## src/rtl/box_pkg.sv

```systemverilog
// Screen geometry, box defaults and FSM encoding shared between the box
// position controller and the pixel compositor.
package box_pkg;

    localparam int unsigned H_ACTIVE = 640;
    localparam int unsigned V_ACTIVE = 480;
    localparam int unsigned BOX_W    = 100;
    localparam int unsigned BOX_H    = 100;

    typedef enum logic {
        StIdle = 1'b0,
        StMove = 1'b1
    } state_e;

    // Saturate a signed candidate position into [0, hi] so the box never wraps.
    function automatic logic [9:0] clamp_pos(input logic signed [11:0] pos,
                                             input int unsigned hi);
        logic signed [11:0] hi_s;
        hi_s = signed'(12'(hi));
        if (pos < 0) begin
            return '0;
        end else if (pos > hi_s) begin
            return 10'(hi);
        end else begin
            return pos[9:0];
        end
    endfunction

endpackage

```

## src/rtl/box_position_ctrl_if.sv

```systemverilog
// Button/vsync inputs and box position outputs of the box position controller.
interface box_position_ctrl_if;

    logic       btn_up;
    logic       btn_down;
    logic       btn_left;
    logic       btn_right;
    logic       vsync;
    logic [9:0] box_x;
    logic [9:0] box_y;
    logic       frame_tick;
    logic       moving;

    modport master (
        output btn_up, btn_down, btn_left, btn_right, vsync,
        input  box_x, box_y, frame_tick, moving
    );

    modport slave (
        input  btn_up, btn_down, btn_left, btn_right, vsync,
        output box_x, box_y, frame_tick, moving
    );

endinterface

```

## src/rtl/btn_debounce.sv

```systemverilog
// Two-flop synchroniser followed by a stability counter; the accepted level
// only follows the synced level after it has differed for DEBOUNCE_CYCLES cycles.
module btn_debounce #(
    parameter int unsigned DEBOUNCE_CYCLES = 250000
) (
    input  logic clk_25mhz,
    input  logic rst,
    input  logic raw,
    output logic level
);

    localparam int unsigned CntW = (DEBOUNCE_CYCLES > 1) ? $clog2(DEBOUNCE_CYCLES) : 1;

    logic            sync1_q;
    logic            sync2_q;
    logic            level_q;
    logic [CntW-1:0] cnt_q;

    always_ff @(posedge clk_25mhz or negedge rst) begin
        if (!rst) begin
            sync1_q <= 1'b0;
            sync2_q <= 1'b0;
            level_q <= 1'b0;
            cnt_q   <= '0;
        end else begin
            sync1_q <= raw;
            sync2_q <= sync1_q;
            if (sync2_q == level_q) begin
                cnt_q <= '0;
            end else if (cnt_q == CntW'(DEBOUNCE_CYCLES - 1)) begin
                level_q <= sync2_q;
                cnt_q   <= '0;
            end else begin
                cnt_q <= cnt_q + 1'b1;
            end
        end
    end

    assign level = level_q;

endmodule

```

## src/rtl/box_position_ctrl.sv

```systemverilog
// Turns debounced direction buttons and vsync into a clamped box position that
// moves at most once per frame, with a speed ramp while a direction is held.
module box_position_ctrl #(
    parameter int unsigned H_ACTIVE        = box_pkg::H_ACTIVE,
    parameter int unsigned V_ACTIVE        = box_pkg::V_ACTIVE,
    parameter int unsigned BOX_W           = box_pkg::BOX_W,
    parameter int unsigned BOX_H           = box_pkg::BOX_H,
    parameter int unsigned INIT_X          = 270,
    parameter int unsigned INIT_Y          = 190,
    parameter int unsigned DEBOUNCE_CYCLES = 250000,
    parameter int unsigned RAMP_FRAMES     = 16,
    parameter int unsigned MAX_STEP        = 4
) (
    input logic                clk_25mhz,
    input logic                rst,
    box_position_ctrl_if.slave bus
);

    import box_pkg::*;

    localparam int unsigned HoldMax = (MAX_STEP - 1) * RAMP_FRAMES;
    localparam int unsigned HoldW   = $clog2(HoldMax + 2);
    localparam int unsigned XMax    = H_ACTIVE - BOX_W;
    localparam int unsigned YMax    = V_ACTIVE - BOX_H;

    logic up, down, left, right;

    btn_debounce #(.DEBOUNCE_CYCLES(DEBOUNCE_CYCLES)) u_db_up (
        .clk_25mhz(clk_25mhz), .rst(rst), .raw(bus.btn_up), .level(up)
    );
    btn_debounce #(.DEBOUNCE_CYCLES(DEBOUNCE_CYCLES)) u_db_down (
        .clk_25mhz(clk_25mhz), .rst(rst), .raw(bus.btn_down), .level(down)
    );
    btn_debounce #(.DEBOUNCE_CYCLES(DEBOUNCE_CYCLES)) u_db_left (
        .clk_25mhz(clk_25mhz), .rst(rst), .raw(bus.btn_left), .level(left)
    );
    btn_debounce #(.DEBOUNCE_CYCLES(DEBOUNCE_CYCLES)) u_db_right (
        .clk_25mhz(clk_25mhz), .rst(rst), .raw(bus.btn_right), .level(right)
    );

    // vsync edge detector; armed only once a genuine synced low has been seen,
    // so vsync held high across reset release cannot fake a rising edge.
    logic       vs_s1_q, vs_s2_q, vs_prev_q, vs_armed_q, tick_q;
    logic [1:0] vs_valid_q;

    always_ff @(posedge clk_25mhz or negedge rst) begin
        if (!rst) begin
            vs_s1_q    <= 1'b0;
            vs_s2_q    <= 1'b0;
            vs_prev_q  <= 1'b0;
            vs_valid_q <= '0;
            vs_armed_q <= 1'b0;
            tick_q     <= 1'b0;
        end else begin
            vs_s1_q    <= bus.vsync;
            vs_s2_q    <= vs_s1_q;
            vs_prev_q  <= vs_s2_q;
            vs_valid_q <= {vs_valid_q[0], 1'b1};
            if (vs_valid_q[1] && !vs_s2_q) begin
                vs_armed_q <= 1'b1;
            end
            tick_q <= vs_s2_q & ~vs_prev_q & vs_armed_q;
        end
    end

    state_e           state_q;
    logic [HoldW-1:0] hold_q;
    logic [9:0]       x_q, y_q;
    logic             moving_q;

    logic               any_dir;
    int unsigned        step_i;
    logic signed [11:0] step_s, dx, dy, nx, ny;
    logic [9:0]         x_next, y_next;

    always_comb begin
        any_dir = up | down | left | right;
        step_i  = 32'(hold_q) / RAMP_FRAMES + 1;
        if (step_i > MAX_STEP) begin
            step_i = MAX_STEP;
        end
        step_s = signed'(12'(step_i));
        dx     = signed'(12'(right)) - signed'(12'(left));
        dy     = signed'(12'(down)) - signed'(12'(up));
        nx     = signed'({2'b00, x_q}) + dx * step_s;
        ny     = signed'({2'b00, y_q}) + dy * step_s;
        x_next = clamp_pos(nx, XMax);
        y_next = clamp_pos(ny, YMax);
    end

    always_ff @(posedge clk_25mhz or negedge rst) begin
        if (!rst) begin
            state_q  <= StIdle;
            hold_q   <= '0;
            x_q      <= 10'(INIT_X);
            y_q      <= 10'(INIT_Y);
            moving_q <= 1'b0;
        end else if (tick_q) begin
            if (any_dir) begin
                x_q      <= x_next;
                y_q      <= y_next;
                moving_q <= 1'b1;
                state_q  <= StMove;
                unique case (state_q)
                    StIdle: hold_q <= '0;
                    StMove: if (hold_q != HoldW'(HoldMax)) hold_q <= hold_q + 1'b1;
                    default: hold_q <= '0;
                endcase
            end else begin
                state_q  <= StIdle;
                hold_q   <= '0;
                moving_q <= 1'b0;
            end
        end
    end

    assign bus.box_x      = x_q;
    assign bus.box_y      = y_q;
    assign bus.frame_tick = tick_q;
    assign bus.moving     = moving_q;

endmodule

```

## src/flat_wrapper.sv

```systemverilog
// flat-port wrapper written by rule: the top's interface ports become plain ports
module box_position_ctrl_flat import box_pkg::*;
#(
    parameter int unsigned H_ACTIVE        = box_pkg::H_ACTIVE,
    parameter int unsigned V_ACTIVE        = box_pkg::V_ACTIVE,
    parameter int unsigned BOX_W           = box_pkg::BOX_W,
    parameter int unsigned BOX_H           = box_pkg::BOX_H,
    parameter int unsigned INIT_X          = 270,
    parameter int unsigned INIT_Y          = 190,
    parameter int unsigned DEBOUNCE_CYCLES = 250000,
    parameter int unsigned RAMP_FRAMES     = 16,
    parameter int unsigned MAX_STEP        = 4
)
  (clk_25mhz, rst, bus_btn_up, bus_btn_down, bus_btn_left, bus_btn_right, bus_vsync, bus_box_x, bus_box_y, bus_frame_tick, bus_moving);
  box_position_ctrl_if bus_i ();
  input logic clk_25mhz;
  input logic rst;
  input wire logic [$bits(bus_i.btn_up)-1:0] bus_btn_up;
  input wire logic [$bits(bus_i.btn_down)-1:0] bus_btn_down;
  input wire logic [$bits(bus_i.btn_left)-1:0] bus_btn_left;
  input wire logic [$bits(bus_i.btn_right)-1:0] bus_btn_right;
  input wire logic [$bits(bus_i.vsync)-1:0] bus_vsync;
  output wire logic [$bits(bus_i.box_x)-1:0] bus_box_x;
  output wire logic [$bits(bus_i.box_y)-1:0] bus_box_y;
  output wire logic [$bits(bus_i.frame_tick)-1:0] bus_frame_tick;
  output wire logic [$bits(bus_i.moving)-1:0] bus_moving;
  assign bus_i.btn_up = bus_btn_up;
  assign bus_i.btn_down = bus_btn_down;
  assign bus_i.btn_left = bus_btn_left;
  assign bus_i.btn_right = bus_btn_right;
  assign bus_i.vsync = bus_vsync;
  assign bus_box_x = bus_i.box_x;
  assign bus_box_y = bus_i.box_y;
  assign bus_frame_tick = bus_i.frame_tick;
  assign bus_moving = bus_i.moving;
  box_position_ctrl #(.H_ACTIVE(H_ACTIVE), .V_ACTIVE(V_ACTIVE), .BOX_W(BOX_W), .BOX_H(BOX_H), .INIT_X(INIT_X), .INIT_Y(INIT_Y), .DEBOUNCE_CYCLES(DEBOUNCE_CYCLES), .RAMP_FRAMES(RAMP_FRAMES), .MAX_STEP(MAX_STEP)) u_core (.clk_25mhz(clk_25mhz), .rst(rst), .bus(bus_i));
endmodule
```

## config.mk

```make
export PLATFORM = sky130hd
export DESIGN_NAME = box_position_ctrl_flat
export DESIGN_NICKNAME = d
export VERILOG_FILES = /design/src/rtl/box_pkg.sv /design/src/rtl/box_position_ctrl_if.sv /design/src/rtl/btn_debounce.sv /design/src/rtl/box_position_ctrl.sv /design/src/flat_wrapper.sv
export SDC_FILE = /design/constraint.sdc
export NUM_CORES = 1
export LEC_CHECK = 0
export ABC_AREA = 1
export BUFFER_PORTS_ARGS = -buffer_cell sky130_fd_sc_hd__buf_2
export CORE_MARGIN = 2
export CORE_UTILIZATION = 35
export CTS_BUF_LIST = sky130_fd_sc_hd__clkbuf_8 sky130_fd_sc_hd__clkbuf_16
export CTS_CLUSTER_DIAMETER = 200
export DETAILED_ROUTE_END_ITERATION = 8
export GPL_TIMING_DRIVEN = 1
export PLACE_DENSITY = 0.54
export REMOVE_ABC_BUFFERS = 1
export SLEW_MARGIN = 15
export SYNTH_ARGS = -nofsm -noshare
export SYNTH_HDL_FRONTEND = slang
export SYNTH_SLANG_ARGS = --single-unit
```

## constraint.sdc

```tcl
create_clock -name clk_25mhz -period 4.35 [get_ports clk_25mhz]
set_clock_uncertainty 0.15 [all_clocks]
set_input_delay 0.2175 -clock clk_25mhz [delete_from_list [all_inputs] [get_ports clk_25mhz]]
set_output_delay 0.2175 -clock clk_25mhz [all_outputs]
set_load 0.05 [all_outputs]
```

; ---- Word-level counts from Yosys, hierarchy flattened
; Index checks and enable logic that the tools add are counted.
[totals]
reg_bits = 118
out_inout_bits = 22
word_cells = 89
[op_classes]
addsub = 10
n_mul = 2
magnitude_cmp = 5
n_eq_ne = 10
mux = 17
bitwise_logic = 11
n_reduce_logical = 8
[op_table]
columns = op, n
row1 = 18-bit two-way mux, 8
row2 = 18-bit by 1-bit adder with 18-bit output (second input constant), 4
row3 = 18-bit == test (second input constant), 4
row4 = 10-bit two-way mux, 4
row5 = 32-bit by 3-bit greater-than comparator with 1-bit output (second input constant), 1
row6 = 11-bit by 12-bit adder with 12-bit output, 2
row7 = 12-bit by 1-bit less-than comparator with 1-bit output (second input constant), 2
row8 = 12-bit by 12-bit multiplier with 12-bit output, 2
row9 = 12-bit by 10-bit greater-than comparator with 1-bit output (second input constant), 1
row10 = 12-bit by 11-bit greater-than comparator with 1-bit output (second input constant), 1
row11 = 12-bit two-way mux, 1
row12 = 6-bit two-way mux, 2
row13 = 6-bit one-hot mux with 2 select lines, 1
row14 = 2-bit AND reduction, 6
row15 = 6-bit by 1-bit adder with 6-bit output (second input constant), 1
row16 = 6-bit inequality test (second input constant), 1
row17 = 1-bit inverter, 6
row18 = 1-bit == test, 4
row19 = 1-bit by 1-bit subtractor with 2-bit output, 2
row20 = 2-bit by 1-bit adder with 3-bit output (second input constant), 1
row21 = 3-bit inequality test (second input constant), 1
row22 = 1-bit OR, 3
row23 = 1-bit AND, 2
row24 = 1-bit logical AND, 1
row25 = other kinds (2), 2

; ---- Logic depth before layout (Yosys ltp)
[logic_depth]
word_depth = 8
depth_mapped = 24
mapped_depth_nobuf = 24

; ---- Cells and area by module
; Synthesis repeated with hierarchy kept, for this count alone.
[unflattened]
hier_cells = 1012
area_unflattened_um2 = 7671.1
[modules_own_cells]
columns = module, n_inst, cells_each, area_each_um2
row1 = btn_debounce, 4, 143, 1136.1
row2 = box_position_ctrl, 1, 440, 3126.7

; ---- Worst setup path before layout
; OpenSTA, ideal clock, no wires.
[synth_timing]
kind = register to register
from = register u_core.hold_q[4]
to = register u_core.y_q[6] (netlist: u_core.bus.box_y[6])
arrival_time_ps = 2941
required_ps = 4082
slack_ps = 1141
stages_incl_launch_ff = 20
synth_period_minus_slack_ps = 3209
path_cell_list = dfrtp_1 > ha_1 > or2_2 > nor2_1 > ha_1 > ha_1 > inv_1 > nand2_1 > fa_1 > nand2_1 > nand3_2 > nand2_1 > nand2_1 > xor2_1 > nor2_2 > nand2_2 > nand2_4 > nand2_1 > nand2_1 > nand2_1
[synth_via]
elab_chain_len = 8
word_cells_on_any_way = 9
cone_classes = add/sub (2) / mul (1) / order compare (3) / mux (3)
[synth_lines]
columns = element, line_no
row1 = from (decl), box_position_ctrl.sv:67  ; logic [HoldW-1:0] hold_q;
row2 = from (signal assigned), box_position_ctrl.sv:106  ; StMove: if (hold_q != HoldW'(HoldMax)) hold_q <= hold_q + 1'b1;
row3 = 2-bit by 1-bit adder with 3-bit output *, box_position_ctrl.sv:78  ; step_i = 32'(hold_q) / RAMP_FRAMES + 1;
row4 = 32-bit by 3-bit greater-than comparator with 1-bit output, box_position_ctrl.sv:79  ; if (step_i > MAX_STEP) begin
row5 = 12-bit two-way mux *, box_position_ctrl.sv:79
row6 = 12-bit by 12-bit multiplier with 12-bit output *, box_position_ctrl.sv:86  ; ny = signed'({2'b00, y_q}) + dy * step_s;
row7 = 11-bit by 12-bit adder with 12-bit output *, box_position_ctrl.sv:86
row8 = 12-bit by 10-bit greater-than comparator with 1-bit output, box_pkg.sv:22  ; end else if (pos > hi_s) begin
row9 = 10-bit two-way mux, box_pkg.sv:22
row10 = 10-bit two-way mux *, box_pkg.sv:20  ; if (pos < 0) begin
row11 = to (signal assigned), box_position_ctrl.sv:96  ; y_q <= 10'(INIT_Y);
row12 = to (signal assigned), box_position_ctrl.sv:101  ; y_q <= y_next;
row13 = to (decl), box_position_ctrl.sv:68  ; logic [9:0] x_q, y_q;
; Mark *: on every way between the ends. The rest lies on a longest branch, timed or not.
; A chain may end at the register's enable or synchronous reset.

; ---- Worst setup path after layout
[layout_timing]
from = register u_core.hold_q[4]
to = register u_core.x_q[4] (netlist: u_core.bus.box_x[4])
[layout_via]
elab_chain_len = 8
word_cells_on_any_way = 9
cone_classes = add/sub (2) / mul (1) / order compare (3) / mux (3)
[layout_lines]
columns = element, line_no
row1 = 2-bit by 1-bit adder with 3-bit output *, box_position_ctrl.sv:78
row2 = 32-bit by 3-bit greater-than comparator with 1-bit output, box_position_ctrl.sv:79
row3 = 12-bit two-way mux *, box_position_ctrl.sv:79
row4 = 12-bit by 12-bit multiplier with 12-bit output *, box_position_ctrl.sv:85  ; nx = signed'({2'b00, x_q}) + dx * step_s;
row5 = 11-bit by 12-bit adder with 12-bit output *, box_position_ctrl.sv:85
row6 = 12-bit by 11-bit greater-than comparator with 1-bit output, box_pkg.sv:22
row7 = 10-bit two-way mux, box_pkg.sv:22
row8 = 10-bit two-way mux *, box_pkg.sv:20
row9 = to (signal assigned), box_position_ctrl.sv:95  ; x_q <= 10'(INIT_X);
row10 = to (signal assigned), box_position_ctrl.sv:100  ; x_q <= x_next;
row11 = to (decl), box_position_ctrl.sv:68
; Marks and branches as above.

==> summary.md <==
| Metric | Value |
|---|---|
| Outcome | `finished, final reports clean` |
| Count of unresolved DRC violations after routing | `0` |
| Crit path launch | `u_core.hold_q[4]` |
| Post-synthesis share of cell area spent on xor and xnor gates | `0.0419` |
| TritonCTS buffer count | `17` |
| Global-route wire length before repair | `25.8 mm` |
| Clock transition at the registers of the reported paths | `~60 ps` |
| Maximum number of buffers from clock root to sink | `2` |
| Nets@finish | `around 1k` |
| Max Transition Viols Final | `0` |
| Relative slew margins | `0.480` |
| Maximum ir drop on the vdd rail | `0.255 mV` |
| Wire per inst | `11.7 um` |
| Most common library cell in the layout ignoring fill and taps | `nand2_1` |
| Critical path capture point type | `flip-flop` |
| DP Wirelength | `between 10 and 15 mm` |
| Launching element type of the critical path | `flip-flop` |
| Pin count of the biggest net entering global routing | `between 60 and 70` |
| Final antenna diode count | `0` |
| Basic-gate share of the synthesized area counting and, or, nand and nor cells | `0.306` |
| Die outline width | `about 150 um` |
| Number of enable flip-flop cells after synthesis | `0` |
| Internal Power | `1950 uW` |
| Clock network fraction of total power | `0.533` |
| Routed wire length | `14.5 mm` |
| Sequential group share of total power | `0.441` |
| Max-capacitance violation count | `0` |
| Port bufs | `28` |
| Endpoint arrival time on the critical path | `3760 ps` |
| Area of the core region | `20400 um2` |
| Clock insertion delay at the later pin of the skew report | `410 ps` |
| Final Cycle Share | `0.829` |
| Die footprint | `between 20000 and 25000 um2` |
| Compound-gate portion of the synthesized area | `0.0626` |
| Pwr per Cell Area | `303 nW/um2` |
| Worst hold path startpoint | `u_core.vs_valid_q[0]` |
| # IOs | `29` |
| CP Data Required Time | `between 4000 and 5000 ps` |
| Total number of H-tree levels | `4` |
| Seq cells post-synth | `118` |
| Maximum fanout along the worst path | `9` |
| Post-CTS repair timing setup buffer count | `0` |
| Setup TNS | `0 ps` |
| Design Power | `2550 uW` |
| Min-delay worst type | `flip-flop to flip-flop` |
| Root buffer cell | `clkbuf_16` |
| RD Place Congestion | `0.806` |
| Number of sinks on the clock net | `118` |
| Number of nets with antenna violations after detailed routing | `0` |
| Gate Count Post-Synth | `901` |
| Most used cells in the layout excluding fill and tap cells | `198 x nand2_1, 137 x inv_1, 108 x dfrtp_1, 98 x nor2_1, 50 x ha_1` |
| TritonCTS clock tree | `yes` |
| Cell taking the most area after synthesis | `dfrtp_1` |
| Area added between synthesis and finish | `15.3%` |
| Proportion of netlist area held by the largest area contributor | `0.370` |
| Syn Area/Cell | `8.11 um2` |
| Detailed Routing Iterations Pass 1 | `5` |
| Proportion of layout cells with a drive suffix above 1 | `0.151` |
| Starting density of the core | `0.359` |
| Top area cells in the synthesized netlist | `dfrtp_1 37%, nand2_1 10%, ha_1 8.6%` |
| Die Ht | `between 100 and 150 um` |
| Number of failing setup endpoints in the final timing report | `0` |
| Switching share of total power | `0.234` |
| Via density | `4.57` |
| YS warnings | `0` |
| Number of different library cells in the post-synthesis netlist | `45` |
| Net switching power | `597 uW` |
| Total cell area at the placement stage | `7790 um2` |
| Most used DFF post-synth | `dfrtp_1` |
| Number of vias in the routed layout | `between 5k and 6k` |
| RR Startpoint | `u_core.hold_q[4]` |
| Final Critical Period | `about 3600 ps` |
| Combinational Power Share | `0.026` |
| Fill count | `a little over 2k` |
| Setup Crit Path Kind | `flip-flop to flip-flop` |
| Synth async-reset ratio | `1.00` |
| Count of final hold-check violations | `0` |
| Detailed Route Iter0 Violations | `between 200 and 300` |
| Part of the Yosys area used for sequential elements | `0.406` |
| Initial antenna violation count | `0` |
| Via count of the first global-routing pass | `5538` |
| Remaining global-route overflow | `0` |
| Dominant combinational cell family by area after synthesis | `simple AND/OR/NAND/NOR gates` |
| Leak Pwr | `0.00417 uW` |
| Multiplexer fraction of the synthesized cell area | `0.00308` |
| Slew @ Worst Pin | `781 ps` |
| RSZ-0062 raised after global routing | `false` |
| Post-route cell area | `approximately 8400 um2` |
| Standard-cell row count | `between 50 and 60` |
| GRT Resource Usage Total | `0.144` |
| Fmax | `0.277 GHz` |
| Syn Std Cell Area | `7310 um2` |
| Arithmetic-cell share of the synthesized area counting full adders, half adders and majority gates | `0.102` |
[area by class of cell]
cell class	count	area, um2	share of cell area
Clock inverter	13	123	0.0146
Multi-Input combinational cell	631	3770	0.447
Inverter	149	559	0.0664
Timing Repair Buffer	36	218	0.0258
Clock buffer	19	453	0.0538
Sequential cell	118	2970	0.352
Tap cell	270	338	0.0401
[stage by stage]
stage	utilization	std cells	hold WS, ps	worst slack (ps)
floorplan	-	898	-228	1140
global placement	0.383	1198	176	702
detailed placement	0.383	1198	177	708
CTS	0.414	1236	202	703
global route	0.414	1236	205	386
finish	0.414	1236	200	744
[repair_timing]
action,in CTS,in global routing
hold endpoints to repair,59,0
hold buffers,6,0
resized for setup,0,0
[registers in the layout, indices dropped and copies added (netlist names), 2 cells and up]
register and cells:
u_core.bus.box_x 10, u_core.bus.box_y 10, u_core.hold_q 6, u_core.u_db_down.cnt_q 18, u_core.u_db_left.cnt_q 18, u_core.u_db_right.cnt_q 18, u_core.u_db_up.cnt_q 18, u_core.vs_valid_q 2
[Yosys cell counts (2+ instances only)]
library cell and number:
nor3_1 24, o21bai_1 2, nand3_1 35, dfstp_2 10, nor2_2 9, o21ai_1 8, nor4_1 6, buf_2 3
nor3b_2 2, a211oi_1 3, nand2_1 198, nand2_2 12, nor4_2 2, nor3b_1 7, ha_1 50, xor2_1 24
o21ai_2 3, and3_1 5, xnor2_1 11, nand3b_1 6, clkinv_1 2, inv_1 137, or2_2 2, fa_1 6
o21ai_0 22, nand4_1 18, nor2_1 98, a21oi_2 4, nand3_2 9, dfrtp_1 108, inv_2 10, a31oi_1 3
nor4_4 2, nand3_4 3, nor3_2 4, a21oi_1 38, mux2_2 2, nor2_4 6
[critical path, stage by stage (launching register included)]
cell and delay (ps):
dfrtp_1 410, ha_1 300, or2_2 370, nor2_1 140, ha_1 260, inv_1 60, ha_1 130, inv_1 40
nand2_1 80, inv_1 60, fa_1 390, inv_1 70, nand3_1 80, nand2_1 120, nand2_1 60, nand2_1 100
xor2_1 200, nand3_1 120, nand2_2 150, nand3b_1 90, nand2_1 60, nand2_1 40
[power groups by stage]
| stage | registers, uW | clock network (uW) | logic [uW] |
|---|---|---|---|
| floorplan | 1140 | 0 | 28.5 |
| global placement | 1140 | 0 | 67.3 |
| detailed placement | 1140 | 0 | 67.4 |
| CTS | 1120 | 1400 | 71.4 |
| global route | 1130 | 1450 | 80.4 |
| finish | 1120 | 1360 | 67.6 |
[cell families after synthesis]
family,count (synthesis)
mux,2
other cells,1
compound gates,83
buf+inv,152
fa+ha+maj,56
simple gates,454
flops,118
xor+xnor,35
[routing by layer]
metal / up-vias / part of all wire / routed length (um) / track usage
met5: - / 0 / 0 / 0
met4: 0 / 0.010 / 151 / 0.0400
met3: 13 / 0.029 / 420 / 0.0359
met2: 44 / 0.44 / 6320 / 0.223
met1: 2613 / 0.52 / 7620 / 0.201
li1: 2981 / - / - / -
[final timing paths]
path,to,cells past startpoint,slack [ps]
max in group asynchronous,u_core.bus.box_y[7],3,2830
max reg2reg,u_core.bus.box_x[4],21,740
min in group asynchronous,u_core.u_db_up.cnt_q[0],2,270
min,u_core.vs_valid_q[1],0,200
min reg2reg,u_core.vs_valid_q[1],0,200
max,u_core.bus.box_x[4],21,740
Note: power is estimated with default switching activity, not from simulation.
